**src/rtl/read_return_path_pkg.sv**
```systemverilog
// Shared system-bus definitions: data width and slave-select encoding.
// Latency: n/a (types and constants only).
// Backpressure: n/a.
package read_return_path_pkg;

  localparam int BUS_DATA_W = 32;

  // Slave-select encoding, common to the address decoder and both data muxes
  typedef logic slv_sel_t;
  localparam slv_sel_t SLV0 = 1'b0;
  localparam slv_sel_t SLV1 = 1'b1;

  function automatic logic is_slv1(input slv_sel_t sel);
    return sel == SLV1;
  endfunction

endpackage

```
**src/rtl/read_return_path_sel_order_fifo.sv**
```systemverilog
// Order FIFO of slave selects for accepted reads, oldest at the head.
// Latency: push visible at head/count one cycle later; pop takes effect next cycle.
// Backpressure: full/empty flags; push while full and pop while empty are ignored.
module sel_order_fifo
  import read_return_path_pkg::*;
#(
  parameter int DEPTH = 4,
  parameter int CNT_W = $clog2(DEPTH + 1)
) (
  input  logic             clk,
  input  logic             rst_n,
  input  logic             i_push,
  input  logic             i_pop,
  input  slv_sel_t         i_din,
  output slv_sel_t         o_dout,
  output logic             o_full,
  output logic             o_empty,
  output logic [CNT_W-1:0] o_count
);

  localparam int AW = $clog2(DEPTH);

  // Pointers carry one extra MSB so full and empty are distinguishable
  logic [AW:0] r_wr_ptr;
  logic [AW:0] r_rd_ptr;
  slv_sel_t    r_mem [DEPTH];
  logic        w_push;
  logic        w_pop;

  assign w_push  = i_push && !o_full;
  assign w_pop   = i_pop && !o_empty;
  assign o_empty = (r_wr_ptr == r_rd_ptr);
  assign o_full  = (r_wr_ptr[AW] != r_rd_ptr[AW]) &&
                   (r_wr_ptr[AW-1:0] == r_rd_ptr[AW-1:0]);
  assign o_dout  = r_mem[r_rd_ptr[AW-1:0]];
  assign o_count = CNT_W'(r_wr_ptr - r_rd_ptr);

  // Advance write/read pointers; they wrap naturally modulo 2*DEPTH
  always_ff @(posedge clk or negedge rst_n) begin
    if (!rst_n) begin
      r_wr_ptr <= '0;
      r_rd_ptr <= '0;
    end else begin
      if (w_push) r_wr_ptr <= r_wr_ptr + 1'b1;
      if (w_pop)  r_rd_ptr <= r_rd_ptr + 1'b1;
    end
  end

  // Storage; contents are only observed while the FIFO is non-empty
  always_ff @(posedge clk) begin
    if (w_push) r_mem[r_wr_ptr[AW-1:0]] <= i_din;
  end

endmodule

```
**src/rtl/read_return_path.sv**
```systemverilog
// Returns read data from two slaves to the master in address-issue order.
// Latency: 1 cycle from slave handshake to m_rvalid; 1 beat/cycle sustained.
// Backpressure: slave rready only when the head slave matches and the output stage is free.
module read_return_path
  import read_return_path_pkg::*;
#(
  parameter int DATA_W = BUS_DATA_W,
  parameter int DEPTH  = 4,
  parameter int CNT_W  = $clog2(DEPTH + 1)
) (
  input  logic              clk,
  input  logic              rst_n,
  input  logic              ar_valid,
  input  logic              ar_sel,
  output logic              ar_ready,
  input  logic              s0_rvalid,
  input  logic [DATA_W-1:0] s0_rdata,
  output logic              s0_rready,
  input  logic              s1_rvalid,
  input  logic [DATA_W-1:0] s1_rdata,
  output logic              s1_rready,
  output logic              m_rvalid,
  output logic [DATA_W-1:0] m_rdata,
  input  logic              m_rready,
  output logic [CNT_W-1:0]  outstanding
);

  logic              r_rst_meta;
  logic              r_rst_sync;
  logic              w_rst_n;
  slv_sel_t          w_head;
  logic              w_full;
  logic              w_empty;
  logic [CNT_W-1:0]  w_fifo_count;
  logic              w_push;
  logic              w_out_free;
  logic              w_s0_hs;
  logic              w_s1_hs;
  logic              w_load;
  logic [DATA_W-1:0] w_rdata;
  logic              r_m_rvalid;
  logic [DATA_W-1:0] r_m_rdata;

  // Reset asserts immediately but releases only after two clean clock edges
  always_ff @(posedge clk or negedge rst_n) begin
    if (!rst_n) begin
      r_rst_meta <= 1'b0;
      r_rst_sync <= 1'b0;
    end else begin
      r_rst_meta <= 1'b1;
      r_rst_sync <= r_rst_meta;
    end
  end

  assign w_rst_n = r_rst_sync;

  // Full depends on stored entries only, so a same-cycle pop never frees a slot
  assign ar_ready = !w_full;
  assign w_push   = ar_valid && ar_ready;

  sel_order_fifo #(
    .DEPTH (DEPTH),
    .CNT_W (CNT_W)
  ) u_sel_order_fifo (
    .clk     (clk),
    .rst_n   (w_rst_n),
    .i_push  (w_push),
    .i_pop   (w_load),
    .i_din   (ar_sel),
    .o_dout  (w_head),
    .o_full  (w_full),
    .o_empty (w_empty),
    .o_count (w_fifo_count)
  );

  // Only the head slave is offered rready; the other slave's beat waits untouched
  assign w_out_free = !r_m_rvalid || m_rready;
  assign s0_rready  = !w_empty && (w_head == SLV0) && w_out_free;
  assign s1_rready  = !w_empty && (w_head == SLV1) && w_out_free;
  assign w_s0_hs    = s0_rvalid && s0_rready;
  assign w_s1_hs    = s1_rvalid && s1_rready;
  assign w_load     = w_s0_hs || w_s1_hs;
  assign w_rdata    = is_slv1(w_head) ? s1_rdata : s0_rdata;

  // Output stage: load on slave handshake, otherwise drain on master handshake
  always_ff @(posedge clk or negedge w_rst_n) begin
    if (!w_rst_n) begin
      r_m_rvalid <= 1'b0;
      r_m_rdata  <= '0;
    end else if (w_load) begin
      r_m_rvalid <= 1'b1;
      r_m_rdata  <= w_rdata;
    end else if (m_rready) begin
      r_m_rvalid <= 1'b0;
    end
  end

  assign m_rvalid = r_m_rvalid;
  assign m_rdata  = r_m_rdata;

  // Reads in flight = entries awaiting a slave + the beat waiting for the master
  assign outstanding = w_fifo_count + {{(CNT_W-1){1'b0}}, r_m_rvalid};

endmodule

```
**config.mk**
```make
export PLATFORM = sky130hd
export DESIGN_NAME = read_return_path
export DESIGN_NICKNAME = d
export VERILOG_FILES = /design/src/rtl/read_return_path_pkg.sv /design/src/rtl/read_return_path_sel_order_fifo.sv /design/src/rtl/read_return_path.sv
export SDC_FILE = /design/constraint.sdc
export NUM_CORES = 1
export LEC_CHECK = 0
export BUFFER_PORTS_ARGS = -buffer_cell sky130_fd_sc_hd__buf_2
export CAP_MARGIN = 10
export CORE_MARGIN = 2
export CORE_UTILIZATION = 49
export CTS_CLUSTER_SIZE = 40
export DETAILED_ROUTE_END_ITERATION = 7
export PLACE_DENSITY = 0.82
export REMOVE_ABC_BUFFERS = 1
export SYNTH_ARGS = -nofsm -noshare
export SYNTH_HDL_FRONTEND = slang
export SYNTH_SLANG_ARGS = --single-unit
export TNS_END_PERCENT = 5
```
**constraint.sdc**
```tcl
create_clock -name clk -period 3.05 [get_ports clk]
set_input_delay 0.305 -clock clk [delete_from_list [all_inputs] [get_ports clk]]
set_output_delay 0.305 -clock clk [all_outputs]
set_load 0.01 [all_outputs]
```
Word-level counts from Yosys, hierarchy flattened:

Memories as Yosys holds them, arrays and structs flattened.
Index checks and enable logic that the tools add are counted.

* register bits: 41
* memory bits (writable): 4
* bits of input ports: 71
* output and inout bits: 39
* memories: 1

Memories
* u_sel_order_fifo.r_mem: depth 4, bits a word 1, read ports 1, clocked after Yosys merged registers in 0, wr ports 1, RTL line read_return_path_sel_order_fifo.sv:26 `slv_sel_t r_mem [DEPTH];`

* add/subtract/negate cells: 4
* eq/ne operators: 3
* muxes and demuxes: 5
* bitwise operators: 1
* reductions and logical operators: 16

Operators with widths (number)
* two-way mux 32 bit: 1
* logical AND 1 bit: 10
* adder 3 x 1 -> 3 bit (second input constant): 2
* two-way mux 1 bit: 4
* adder 3 x 1 -> 3 bit: 1
* == test 3 bit: 1
* zero test 1 bit: 3
* subtractor 3 bit: 1
* == test 2 bit: 1
* logical OR 1 bit: 2
* nonzero test 2 bit: 1
* inequality test 1 bit: 1
* NOT 1 bit: 1

Depth between registers and ports, before layout:

Gate-level depths: netlist of the first run.

* depth after elaboration: 7
* depth in mapped cells: 8
* mapped depth without buffers: 7

Modules after synthesis:

From an unflattened synthesis of the first run, not the netlist that was laid out.

* cells, all modules: 168
* area, all modules: 2352.3 µm²

By module, submodules not included
* read_return_path: times used 1, cells each 118, area an instance 1747.9 µm², sequential area each 875.8 µm²
* sel_order_fifo: times used 1, cells each 50, area an instance 604.3 µm², sequential area each 270.3 µm²

Worst setup path before layout of the first run:

No wires, ideal clock.

* path type: register to output
* start point: register u_sel_order_fifo.r_wr_ptr[0]
* end point: output outstanding[2]
* arrival time: 1.754 ns
* data required time: 2.745 ns
* setup slack: 0.991 ns
* stages on the path, launching flop included: 8
* path buffers: 0
* cell sequence: dfrtp_1 -> inv_1 -> ha_1 -> inv_1 -> ha_1 -> fa_1 -> xor2_1 -> xnor2_1

* cells in the longest elaborated chain, start to end: 2

RTL lines
* start: declaration: RTL line read_return_path_sel_order_fifo.sv:24 `logic [AW:0] r_wr_ptr;`
* start signal: assignment: RTL line read_return_path_sel_order_fifo.sv:44 `if (w_push) r_wr_ptr <= r_wr_ptr + 1'b1;`
* subtractor 3 bit: RTL line read_return_path_sel_order_fifo.sv:36 `assign o_count = CNT_W'(r_wr_ptr - r_rd_ptr);`
* adder 3 x 1 -> 3 bit: RTL line read_return_path.sv:102 `assign outstanding = w_fifo_count + {{(CNT_W-1){1'b0}}, r_m_rvalid};`
* end: declaration: RTL line read_return_path.sv:25 `output logic [CNT_W-1:0] outstanding`

No other way between the ends.

Worst setup path in the final report of the first run:

Same ends and word-level chain as after synthesis.

==> results by group, run 1 <==
Status
  • Status: completed

Floorplanning
  • Core Area: 4380 um2
  • Die width: 71.6 um
  • Cell row count: 24
  • Die Height: about 72 um
  • Initial Util: 51.1%
  • Die ar.: between 5000 and 6000 um2
  • I/O Pins: 110

Route
  • WL/cell: 13.5 um
  • Pre-antenna DRT Iters: 4
  • Iteration-0 DRC Markers: between 100 and 150
  • DRC Markers: 0
  • Detailed Route WL: around 4900 um
  • Vias/cell: roughly 5.3
  • Vias post-DR: 1927
  • Final ANT Viol Nets: 0

Clocking
  • Post-CTS Resized: 0
  • Post-CTS Setup Bufs: 0
  • Clock tree from TritonCTS: yes
  • CTS Root Cell: clkbuf_8
  • Worst-path clk slew: 0.09 ns
  • Clock tree buffer depth: 2
  • Clock Sink Count: 45
  • Worst skew pair latency: 0.30 ns
  • H-tree depth: 2
  • CTS Buf Count: 5

Power
  • Max VDD drop: 0.555 mV
  • Total chip power: 3420 uW
  • Internal: 2000 uW
  • Gate power share: 53.9%
  • Clock Power Share: about 16%
  • Sw frac: 41.5%
  • Switching Power: 1420 uW
  • Pwr per Cell Area: 1160 nW/um2
  • LEAKAGE: ~0.0015 uW
  • Sequential share of power: a little under a third

Critical path
  • Crit-path max cell delay: 0.39 ns
  • Worst setup SP type: flop
  • Worst EP arrival: 2.25 ns
  • Data required, critical path: 2.74 ns
  • CP Cell Sequence: inv_1 -> ha_1 -> inv_1 -> ha_1 -> fa_1 -> xor2_1 -> xnor2_1 -> buf_2
  • Critical path class: reg2out
  • CP max FO: 5
  • Worst Path Buf+Inv: 3
  • CP Capture Type: output pin
  • R2r setup slk: 0.73 ns
  • Family with the most delay on the worst path: adder cells
  • Critical-path top delay cell: dfrtp_1

STA
  • Final Setup Violations: 0
  • Rel. slew slack: 44.8%
  • Fin Hold WS: 0.240 ns
  • Tightest Pin Transition: 0.828 ns
  • Setup Skew: just over 0.007 ns
  • Fin. Hold Viols: 0
  • Min Tclk post-route: 2.55 ns
  • Period utilisation layout: approximately 84%
  • Fin. max-slew vios: 0
  • F_max: 0.392 GHz
  • Sum Neg Setup Slack: 0 ns
  • RSZ-0062 raised after global routing: no

Synthesis
  • Post-synth EDFFs: 4
  • Prevailing post-synth register cell: dfrtp_1
  • Cells after Synth: 201
  • Async SR Flop Fraction: 91.1%
  • Number of synthesized register bits: 45
  • Yosys cell types: 27
  • Biggest area consumer among synthesized cells: dfrtp_1
  • Area contributors post-synth: dfrtp_1 (46%), mux2i_1 (14%), o21ai_0 (14%), edfxtp_1 (5.4%), ha_1 (4.5%)
  • Sequential area share after synthesis: about half
  • Synth Cell Area: 2240 um2
  • Ys Warns: 0
  • Syn avg cell area: ~11 um2
  • Post-synth top area share: 45.8%

Global routing
  • Overall Global Routing Usage: 19.9%
  • Initial antenna violation count: 0
  • Global route total overflow: 0
  • First-pass GRT wire length: approximately 8000 um
  • Largest net degree at the start of global routing: 40
  • Vias in the first global route: 1817

Finish
  • Most frequent cells in the layout: buf_2 (109), o21ai_0 (62), dfrtp_1 (40)
  • Area growth, synth to finish: 31.6%
  • Leading cell type in the layout, fill and taps excluded: buf_2
  • Antenna cells: 0
  • Final nets: 388
  • Share of layout cells above drive strength 1: 40.8%
  • Post-Layout Cell Count: 361

Job
  • Max-Cap Viols: 0

Place
  • Post-placement cell count: 352
  • PortBufs: 109
  • HPWL Detailed: 3580 um
  • RePlAce Congestion: 0.745

Worst hold path
  • Hold Path Class: in2reg
[what timing repair did]
action                                  4_1_cts  5_1_grt
endpoints found under the hold margin         2        0
endpoints found under the setup margin        0        0
hold buffers                                  1        0
[path summary, 6_finish.rpt]
kind | start | to | cells after the start
worst min-delay path | ar_sel | u_sel_order_fifo.r_mem[0]$_DFFE_PP_ | 1
max in group asynchronous | r_rst_sync$_DFF_PN0_ | m_rdata[8]$_DFFE_PN0P_ | 0
worst min register to register | r_rst_meta$_DFF_PN0_ | r_rst_sync$_DFF_PN0_ | 0
worst max register to register | u_sel_order_fifo.r_rd_ptr[0]$_DFFE_PN0P_ | m_rdata[10]$_DFFE_PN0P_ | 5
min in group asynchronous | rst_n | r_rst_sync$_DFF_PN0_ | 2
worst max-delay path | u_sel_order_fifo.r_wr_ptr[0]$_DFFE_PN0P_ | outstanding[2] | 8
[logic make-up (layout without fill, tap and decap cells)]
group	after synthesis	count (layout)	share of synthesized area, %
AO/OA/AOI/OAI	70	70	16.0
XOR/XNOR	6	6	2.35
adder cells (fa/ha/maj)	9	9	5.36
buffers and inverters	21	129	5.03
flip-flops	45	45	51.2
multiplexers	35	35	16.8
other	1	1	0.167
AND/OR/NAND/NOR	14	14	3.13
[area by class of cell]
cell class / instances / area [um2]
Clock buffer: 5 / 68.8
Clock inverter: 3 / 68.8
Fill cell: 364 / 1440
Inverter: 7 / 26.3
Multi-Input combinational cell: 135 / 985
Sequential cell: 45 / 1150
Tap cell: 52 / 65.1
Timing Repair Buffer: 114 / 586
[power by group through the flow]
stage,Combinational [uW],Clock [uW],Sequential [uW]
2_1_floorplan,1100,0,1140
3_3_place_gp,1810,0,1050
3_5_place_dp,1870,0,1060
4_1_cts,1870,545,1050
5_1_grt,2060,572,1080
6_report,1840,533,1040
[through the flow]
step	util, %	cell area [um2]	setup WS [ns]
floorplan	-	2150	-0.0617
global placement	63.8	2800	0.756
detailed placement	63.8	2800	0.700
CTS	67.2	2950	0.477
global route	67.2	2950	0.336
finish	67.2	2950	0.496
[state kept, by name, summed over array words and instances, names as in the netlist]
register / flops
m_rdata: 32
m_rvalid: 1
r_rst_meta: 1
r_rst_sync: 1
u_sel_order_fifo.r_mem: 4
u_sel_order_fifo.r_rd_ptr: 3
u_sel_order_fifo.r_wr_ptr: 3
[synth_stat cells (2+ instances only)]
cell type,number
edfxtp_1,4
xnor2_1,3
o21ai_0,62
clkbuf_1,8
nor2_1,2
nand2_1,4
buf_6,4
nand3_1,2
xor2_1,3
o21ai_1,5
mux2i_1,32
inv_1,7
ha_1,8
dfrtp_1,41
and2_1,4
[layer usage]
layer	GRT usage, %	up-vias	share of wire, %
li1	-	921	-
met1	24.0	907	41
met2	35.3	92	49
met3	4.92	7	8.1
met4	5.87	0	1.6
met5	0	-	0
(Power assumes the default switching activity.)
==> inputs of run 2 (changes only) <==
--- a/config.mk
+++ b/config.mk
@@ -5,13 +5,14 @@
 export SDC_FILE = /design/constraint.sdc
 export NUM_CORES = 1
 export LEC_CHECK = 0
+export ABC_AREA = 1
 export BUFFER_PORTS_ARGS = -buffer_cell sky130_fd_sc_hd__buf_2
 export CAP_MARGIN = 10
 export CORE_MARGIN = 2
-export CORE_UTILIZATION = 49
+export CORE_UTILIZATION = 43
 export CTS_CLUSTER_SIZE = 40
 export DETAILED_ROUTE_END_ITERATION = 7
-export PLACE_DENSITY = 0.82
+export PLACE_DENSITY = 0.74
 export REMOVE_ABC_BUFFERS = 1
 export SYNTH_ARGS = -nofsm -noshare
 export SYNTH_HDL_FRONTEND = slang
==> constraint.sdc (replaced) <==
create_clock -name clk -period 2.3 [get_ports clk]
set_input_delay 0.23 -clock clk [delete_from_list [all_inputs] [get_ports clk]]
set_output_delay 0.23 -clock clk [all_outputs]
set_load 0.01 [all_outputs]
==> results by group, run 2 <==
Synthesis
  • Sequential area share after synthesis: 47.0% (-4.2 points)
  • Async SR Flop Fraction: 91.1% (unchanged)
  • Cells after Synth: 323 (+61%)
  • Ys Warns: 0 (unchanged)
  • Yosys cell types: 21 (-22%)
  • Synth Cell Area: 2440 um2 (+8.9%)
  • Biggest area consumer among synthesized cells: dfrtp_1
  • Synth top cells by count: nand2_1 (179), dfrtp_1 (41), nand3_1 (38)
  • Top-count cell post-synth: nand2_1
  • Number of synthesized register bits: 45 (unchanged)
  • Post-synth top area share: 42.1% (-3.8 points)
  • Syn avg cell area: 7.55 um2 (-32%)
  • Post-synth EDFFs: 4 (unchanged)
  • Prevailing post-synth register cell: dfrtp_1
  • Area contributors post-synth: dfrtp_1 (42%), nand2_1 (28%), nand3_1 (7.8%), edfxtp_1 (4.9%), ha_1 (4.1%)

Global routing
  • Most Crowded Layer GR: met2
  • Met2 Usage GRT: 34.6% (-0.71 points)
  • Initial antenna violation count: 0 (unchanged)
  • Met3 Track Usage GR: 3.75% (-1.2 points)
  • M1 GR Usage: 23.7% (-0.26 points)
  • First-pass GRT wire length: 9630 um (+20%)
  • Vias in the first global route: 2117 (+17%)
  • Overall Global Routing Usage: 19.6% (-0.30 points)
  • Largest net degree at the start of global routing: 40 (unchanged)
  • Global route total overflow: 0 (unchanged)

Floorplanning
  • Core Area: 5510 um2 (+26%)
  • Die ar.: 6290 um2 (+23%)
  • I/O Pins: 110 (unchanged)
  • Die Height: 79.3 um (+11%)
  • Die width: 79.3 um (+11%)
  • Initial Util: 44.3% (-6.8 points)
  • Cell row count: 27 (+13%)

Power
  • LEAKAGE: 0.00190 uW (+25%)
  • Max VDD drop: 0.638 mV (+15%)
  • Pwr per Cell Area: 1500 nW/um2 (+29%)

STA
  • Fin. Hold Viols: 0 (unchanged)
  • Rel. slew slack: 44.7% (-0.073 points)
  • Period utilisation layout: 99.1%
  • Final Setup Violations: 0 (unchanged)
  • Fin Hold WS: 0.161 ns (-0.0788 ns)
  • Tightest Pin Transition: 0.829 ns (+0.00110 ns)
  • Fin. max-slew vios: 0 (unchanged)
  • Final worst slack: 0.0211 ns (-0.475 ns)
  • F_max: 0.439 GHz
  • RSZ-0062 raised after global routing: yes
  • Min Tclk post-route: 2.28 ns
  • Setup Skew: 0.0107 ns (+0.00347 ns)

Place
  • RePlAce Congestion: 0.783 (+5.0%)
  • HPWL Detailed: 4220 um (+18%)
  • Dpl cell area: 3020 um2 (+8.0%)
  • PortBufs: 109 (unchanged)
  • Post-placement cell count: 494 (+40%)
  • Dpl ws: 0.198 ns (-0.502 ns)

Critical path
  • Worst Path Buf+Inv: 2 (-1)
  • Crit-path max cell delay: 0.43 ns (+0.04 ns)
  • Data required, critical path: 2.07 ns (-0.67 ns)
  • Worst EP arrival: 2.05 ns (-0.20 ns)
  • CP Capture Type: output pin
  • Critical path class: reg2out
  • CP Cell Sequence: ha_4 -> inv_4 -> ha_4 -> fa_2 -> xnor2_2 -> xnor2_1 -> buf_2
  • CP max FO: 2 (-3)
  • Critical-path top delay cell: dfrtp_1
  • Worst setup SP type: flop
  • Family with the most delay on the worst path: adder cells
  • Most Frequent Cell on Critical Path: ha_4

Clocking
  • H-tree depth: 2 (unchanged)
  • Clock tree buffer depth: 2 (unchanged)
  • CTS Buf Count: 5 (unchanged)
  • Worst-path clk slew: 0.08 ns (about the same)
  • CTS Root Cell: clkbuf_8
  • Clock tree from TritonCTS: yes
  • Clock Sink Count: 45 (unchanged)
  • Worst skew pair latency: 0.29 ns (about the same)

Route
  • Iteration-0 DRC Markers: 102 (-5.6%)
  • Vias post-DR: 2358 (+22%)
  • Pre-antenna DRT Iters: 4 (unchanged)
  • DRC Markers: 0 (unchanged)
  • WL/cell: 11.9 um (-12%)
  • Vias/cell: 4.65 (-13%)
  • Detailed Route WL: 6040 um (+24%)
  • Final ANT Viol Nets: 0 (unchanged)

Finish
  • Most frequent cells in the layout: nand2_1 (179), buf_2 (109), dfrtp_1 (40)
  • Multi-input logic area: 1190 um2 (+21%)
  • Antenna cells: 0 (unchanged)
  • Post-Layout Cell Count: 507 (+40%)
  • Max reg flops: 32 (unchanged)
  • Leading cell type in the layout, fill and taps excluded: nand2_1
  • Register area: 1150 um2 (unchanged)
  • Layout filler cell count: 516 (+42%)
  • Finished Cell Area: 3190 um2 (+8.3%)
  • Final nets: 514 (+32%)
  • Share of layout cells above drive strength 1: 31.7% (-9.1 points)
  • Util after Layout: 58.0% (-9.2 points)
  • Area growth, synth to finish: 30.8%

Job
  • Max-Cap Viols: 0 (unchanged)

Worst hold path
  • Hold Path Class: in2reg

Status
  • Status: completed
==> run 2: report_power, final <==
group / leakage [uW] / switching, uW / internal [uW]
Clock: 0.0000422 / 248 / 213
Combinational: 0.00131 / 1810 / 1140
Sequential: 0.000547 / 227 / 1150
Total: 0.00190 / 2280 / 2510
==> run 2: metal layers <==
metal,part of all wire [%],wire [um]
met1,43,2580
met2,50,3030
met3,5.6,339
met4,1.5,88
met5,0,0
==> run 2: cell type report <==
| class | instances | area share, % |
|---|---|---|
| multi-input combinational | 248 | 37.3 |
| sequential | 45 | 35.9 |
| timing repair buffer | 119 | 19.5 |
| tap | 72 | 2.82 |
| clock buffer | 7 | 2.39 |
| inverter | 15 | 1.84 |
| clock inverter | 1 | 0.157 |
==> run 2: final timing paths <==
kind,startpoint,endpoint,slack [ns],cells past startpoint
min in group asynchronous,rst_n,r_rst_sync$_DFF_PN0_,0.25,2
hold / removal,ar_sel,u_sel_order_fifo.r_mem[2]$_DFFE_PP_,0.16,1
hold reg to reg,r_rst_sync$_DFF_PN0_,u_sel_order_fifo.r_wr_ptr[0]$_DFFE_PN0P_,0.37,0
setup / recovery,u_sel_order_fifo.r_rd_ptr[0]$_DFFE_PN0P_,outstanding[2],0.02,7
max in group asynchronous,r_rst_sync$_DFF_PN0_,m_rdata[2]$_DFFE_PN0P_,1.39,0
setup reg to reg,u_sel_order_fifo.r_rd_ptr[1]$_DFFE_PN0P_,m_rdata[14]$_DFFE_PN0P_,0.20,9
==> run 2: stage by stage <==
| stage | total power, uW | setup TNS [ns] |
|---|---|---|
| 3_5_place_dp | 4140 | 0 |
| 4_1_cts | 4690 | 0 |
| 3_3_place_gp | 4060 | 0 |
| 2_1_floorplan | 3200 | 0 |
| 5_1_grt | 5270 | -0.0413 |
| 6_report | 4790 | 0 |
==> run 2: cell families (layout without fill, tap and decap cells) <==
logic type                 after synthesis  in the layout  share of synthesized area [%]
AOI/OAI and AO/OA                        2              2                          0.872
xor gates and xnor gates                 5              5                           1.80
adders and majority gates                9              9                           4.92
buffers and inverters                   30            142                           6.00
DFF                                     45             45                           47.0
other                                    1              1                          0.154
and+or+nand+nor                        231            231                           39.3
==> run 2: worst register-to-register path: cells and delay by family, from the launching register on <==
| family | cells | cell delay (ns) |
|---|---|---|
| DFF | 1 | 0.41 |
| and+or+nand+nor | 4 | 0.53 |
| buffers and inverters | 3 | 0.48 |
| AOI/OAI and AO/OA | 1 | 0.23 |
| adders and majority gates | 1 | 0.34 |
==> run 2: what timing repair did <==
action	4_1_cts	5_1_grt
setup buffers	3	1
hold buffers	1	0
cloned	0	0
pin swaps	2	4
hold endpoints to repair	2	0
setup endpoints to repair	1	17
resized for setup	3	6
==> inputs of run 3 (changes only) <==
--- a/config.mk
+++ b/config.mk
@@ -13,7 +13,9 @@
 export CTS_CLUSTER_SIZE = 40
 export DETAILED_ROUTE_END_ITERATION = 7
 export PLACE_DENSITY = 0.74
+export RECOVER_POWER = 25
 export REMOVE_ABC_BUFFERS = 1
+export SLEW_MARGIN = 20
 export SYNTH_ARGS = -nofsm -noshare
 export SYNTH_HDL_FRONTEND = slang
 export SYNTH_SLANG_ARGS = --single-unit
==> results by group, run 3 (synthesis gave the netlist of run 2 again) <==
Status
  • Status: completed

Critical path
  • CP Capture Type: output pin
  • Critical path class: reg2out
  • Critical-path top delay cell: dfrtp_1
  • CP Cell Sequence: ha_4 -> inv_4 -> ha_4 -> fa_2 -> xnor2_2 -> xnor2_1 -> buf_2
  • R2r setup slk: 0.20 ns (about the same)
  • Beginning of the worst register-to-register path: u_sel_order_fifo.r_rd_ptr[1]$_DFFE_PN0P_
  • CP max FO: 2 (unchanged)
  • Most Frequent Cell on Critical Path: ha_4
  • Worst setup SP type: flop
  • Worst reg-to-reg path cell count: 9 (unchanged)
  • Crit-path max cell delay: 0.43 ns (about the same)
  • RR Endpoint: m_rdata[14]$_DFFE_PN0P_
  • Worst EP arrival: 2.05 ns (about the same)
  • Data required, critical path: 2.07 ns (about the same)

Power
  • Max VDD drop: 0.639 mV (about the same)
  • Pwr per Cell Area: 1510 nW/um2 (+0.27%)
  • LEAKAGE: 0.00182 uW (-4.6%)

Finish
  • Max reg flops: 32 (unchanged)
  • Leading cell type in the layout, fill and taps excluded: nand2_1
  • Area growth, synth to finish: 29.5%
  • Util after Layout: 57.4% (-0.59 points)
  • Most frequent cells in the layout: nand2_1 (179), buf_2 (83), dfrtp_1 (40)
  • Antenna cells: 0 (unchanged)
  • Final nets: 514 (unchanged)
  • Share of layout cells above drive strength 1: 25.7% (-6.0 points)

Route
  • Pre-antenna DRT Iters: 4 (unchanged)
  • Vias/cell: 4.62 (-0.68%)
  • DRC Markers: 0 (unchanged)
  • Vias post-DR: 2342 (-0.68%)
  • WL/cell: 12.0 um (+0.96%)
  • Final ANT Viol Nets: 0 (unchanged)
  • Detailed Route WL: 6090 um (+0.96%)
  • Iteration-0 DRC Markers: 99 (-2.9%)

STA
  • Sum Neg Setup Slack: 0 ns (unchanged)
  • Fin Hold WS: 0.221 ns (+0.0601 ns)
  • Min Tclk post-route: 2.28 ns (+0.00161 ns)
  • Tightest Pin Transition: 0.829 ns (+0.000268 ns)
  • Period utilisation layout: 99.2% (about the same)
  • Final Setup Violations: 0 (unchanged)
  • Rel. slew slack: 44.7% (about the same)
  • Fin. Hold Viols: 0 (unchanged)
  • Final worst slack: 0.0195 ns (-0.00161 ns)
  • Setup Skew: 0.0119 ns (+0.00127 ns)
  • RSZ-0062 raised after global routing: yes
  • Fin. max-slew vios: 0 (unchanged)
  • F_max: 0.438 GHz (about the same)

Worst hold path
  • Hold Path Origin: s1_rdata[22]
  • Worst hold endpoint: m_rdata[22]$_DFFE_PN0P_
  • WHS Path Cells: 5 (+4)
  • Hold Path Class: in2reg

Global routing
  • Largest net degree at the start of global routing: 40 (unchanged)
  • First-pass GRT wire length: 9630 um (unchanged)
  • Initial antenna violation count: 0 (unchanged)
  • Overall Global Routing Usage: 19.6% (unchanged)
  • Global route total overflow: 0 (unchanged)
  • Vias in the first global route: 2117 (unchanged)

Floorplanning
  • I/O Pins: 110 (unchanged)
  • Die width: 79.3 um (unchanged)
  • Initial Util: 44.3% (unchanged)
  • Cell row count: 27 (unchanged)
  • Die ar.: 6290 um2 (unchanged)
  • Core Area: 5510 um2 (unchanged)
  • Die Height: 79.3 um (unchanged)

Place
  • HPWL Detailed: 4220 um (unchanged)
  • PortBufs: 109 (unchanged)
  • Dpl ws: 0.198 ns (unchanged)
  • RePlAce Congestion: 0.783 (unchanged)

Clocking
  • Worst skew pair latency: 0.29 ns (about the same)
  • Clock tree from TritonCTS: yes
  • Clock tree buffer depth: 2 (unchanged)
  • H-tree depth: 2 (unchanged)
  • Worst-path clk slew: 0.08 ns (about the same)
  • Clock Sink Count: 45 (unchanged)
  • CTS Buf Count: 5 (unchanged)
  • CTS Root Cell: clkbuf_8

Job
  • Max-Cap Viols: 0 (unchanged)
run 3: worst max path at each step:
stage	slack (ns)	endpoint	depth (start not counted)	start
after floorplan	0.19	m_rdata[0]$_DFFE_PN0P_	8	u_sel_order_fifo.r_rd_ptr[0]$_DFFE_PN0P_
after global placement	0.23	outstanding[2]	8	u_sel_order_fifo.r_wr_ptr[0]$_DFFE_PN0P_
after detailed placement	0.20	outstanding[2]	8	u_sel_order_fifo.r_wr_ptr[0]$_DFFE_PN0P_
after CTS	0.01	outstanding[2]	7	u_sel_order_fifo.r_rd_ptr[0]$_DFFE_PN0P_
after global routing	-0.04	outstanding[2]	6	u_sel_order_fifo.r_rd_ptr[1]$_DFFE_PN0P_
final	0.02	outstanding[2]	7	u_sel_order_fifo.r_rd_ptr[0]$_DFFE_PN0P_
run 3: what timing repair did:
action                     in CTS  in global routing
setup endpoints to repair       1                 17
buffers inserted                3                  1
resized for setup               3                  6
hold endpoints to repair        2                  0
hold buffers                    1                  0
pin swaps                       2                  4
run 3: worst max-delay path: cells and delay by family, from the launching register on:
kind       cells  cell delay, ns
fa+ha+maj      3            0.83
flops          1            0.43
xor+xnor       2            0.31
buf+inv        2            0.19
run 3: stage by stage:
step	std cells	total power, uW	cell area (um2)
finish	507	4760	3160
global route	507	5230	3160
CTS	506	4690	3150
detailed placement	494	4140	3020
global placement	494	4060	3020
floorplan	308	3200	2350
run 3: area by class of cell:
class | count | area [um2]
well taps | 72 | 90.1
fillers | 527 | 2350
inverters | 15 | 58.8
clock buffers | 7 | 76.3
multi-input cells | 248 | 1190
flip-flops and latches | 45 | 1150
repair buffers | 119 | 591
clock inverters | 1 | 5.00
run 3: per-layer routing:
| layer | share of wire [%] | vias to the layer above | GRT usage, % |
|---|---|---|---|
| met5 | 0 | - | 0 |
| li1 | - | 1215 | - |
| met2 | 50 | 82 | 34.6 |
| met1 | 43 | 1039 | 23.7 |
| met4 | 1.4 | 0 | 7.24 |
| met3 | 6.0 | 6 | 3.75 |
run 3: where the power goes:
part / total [uW] / switching (uW) / leakage, uW / internal [uW]
Sequential: 1390 / 235 / 0.000547 / 1150
Combinational: 2900 / 1810 / 0.00123 / 1090
Clock: 465 / 251 / 0.0000422 / 214
Total: 4760 / 2290 / 0.00182 / 2460
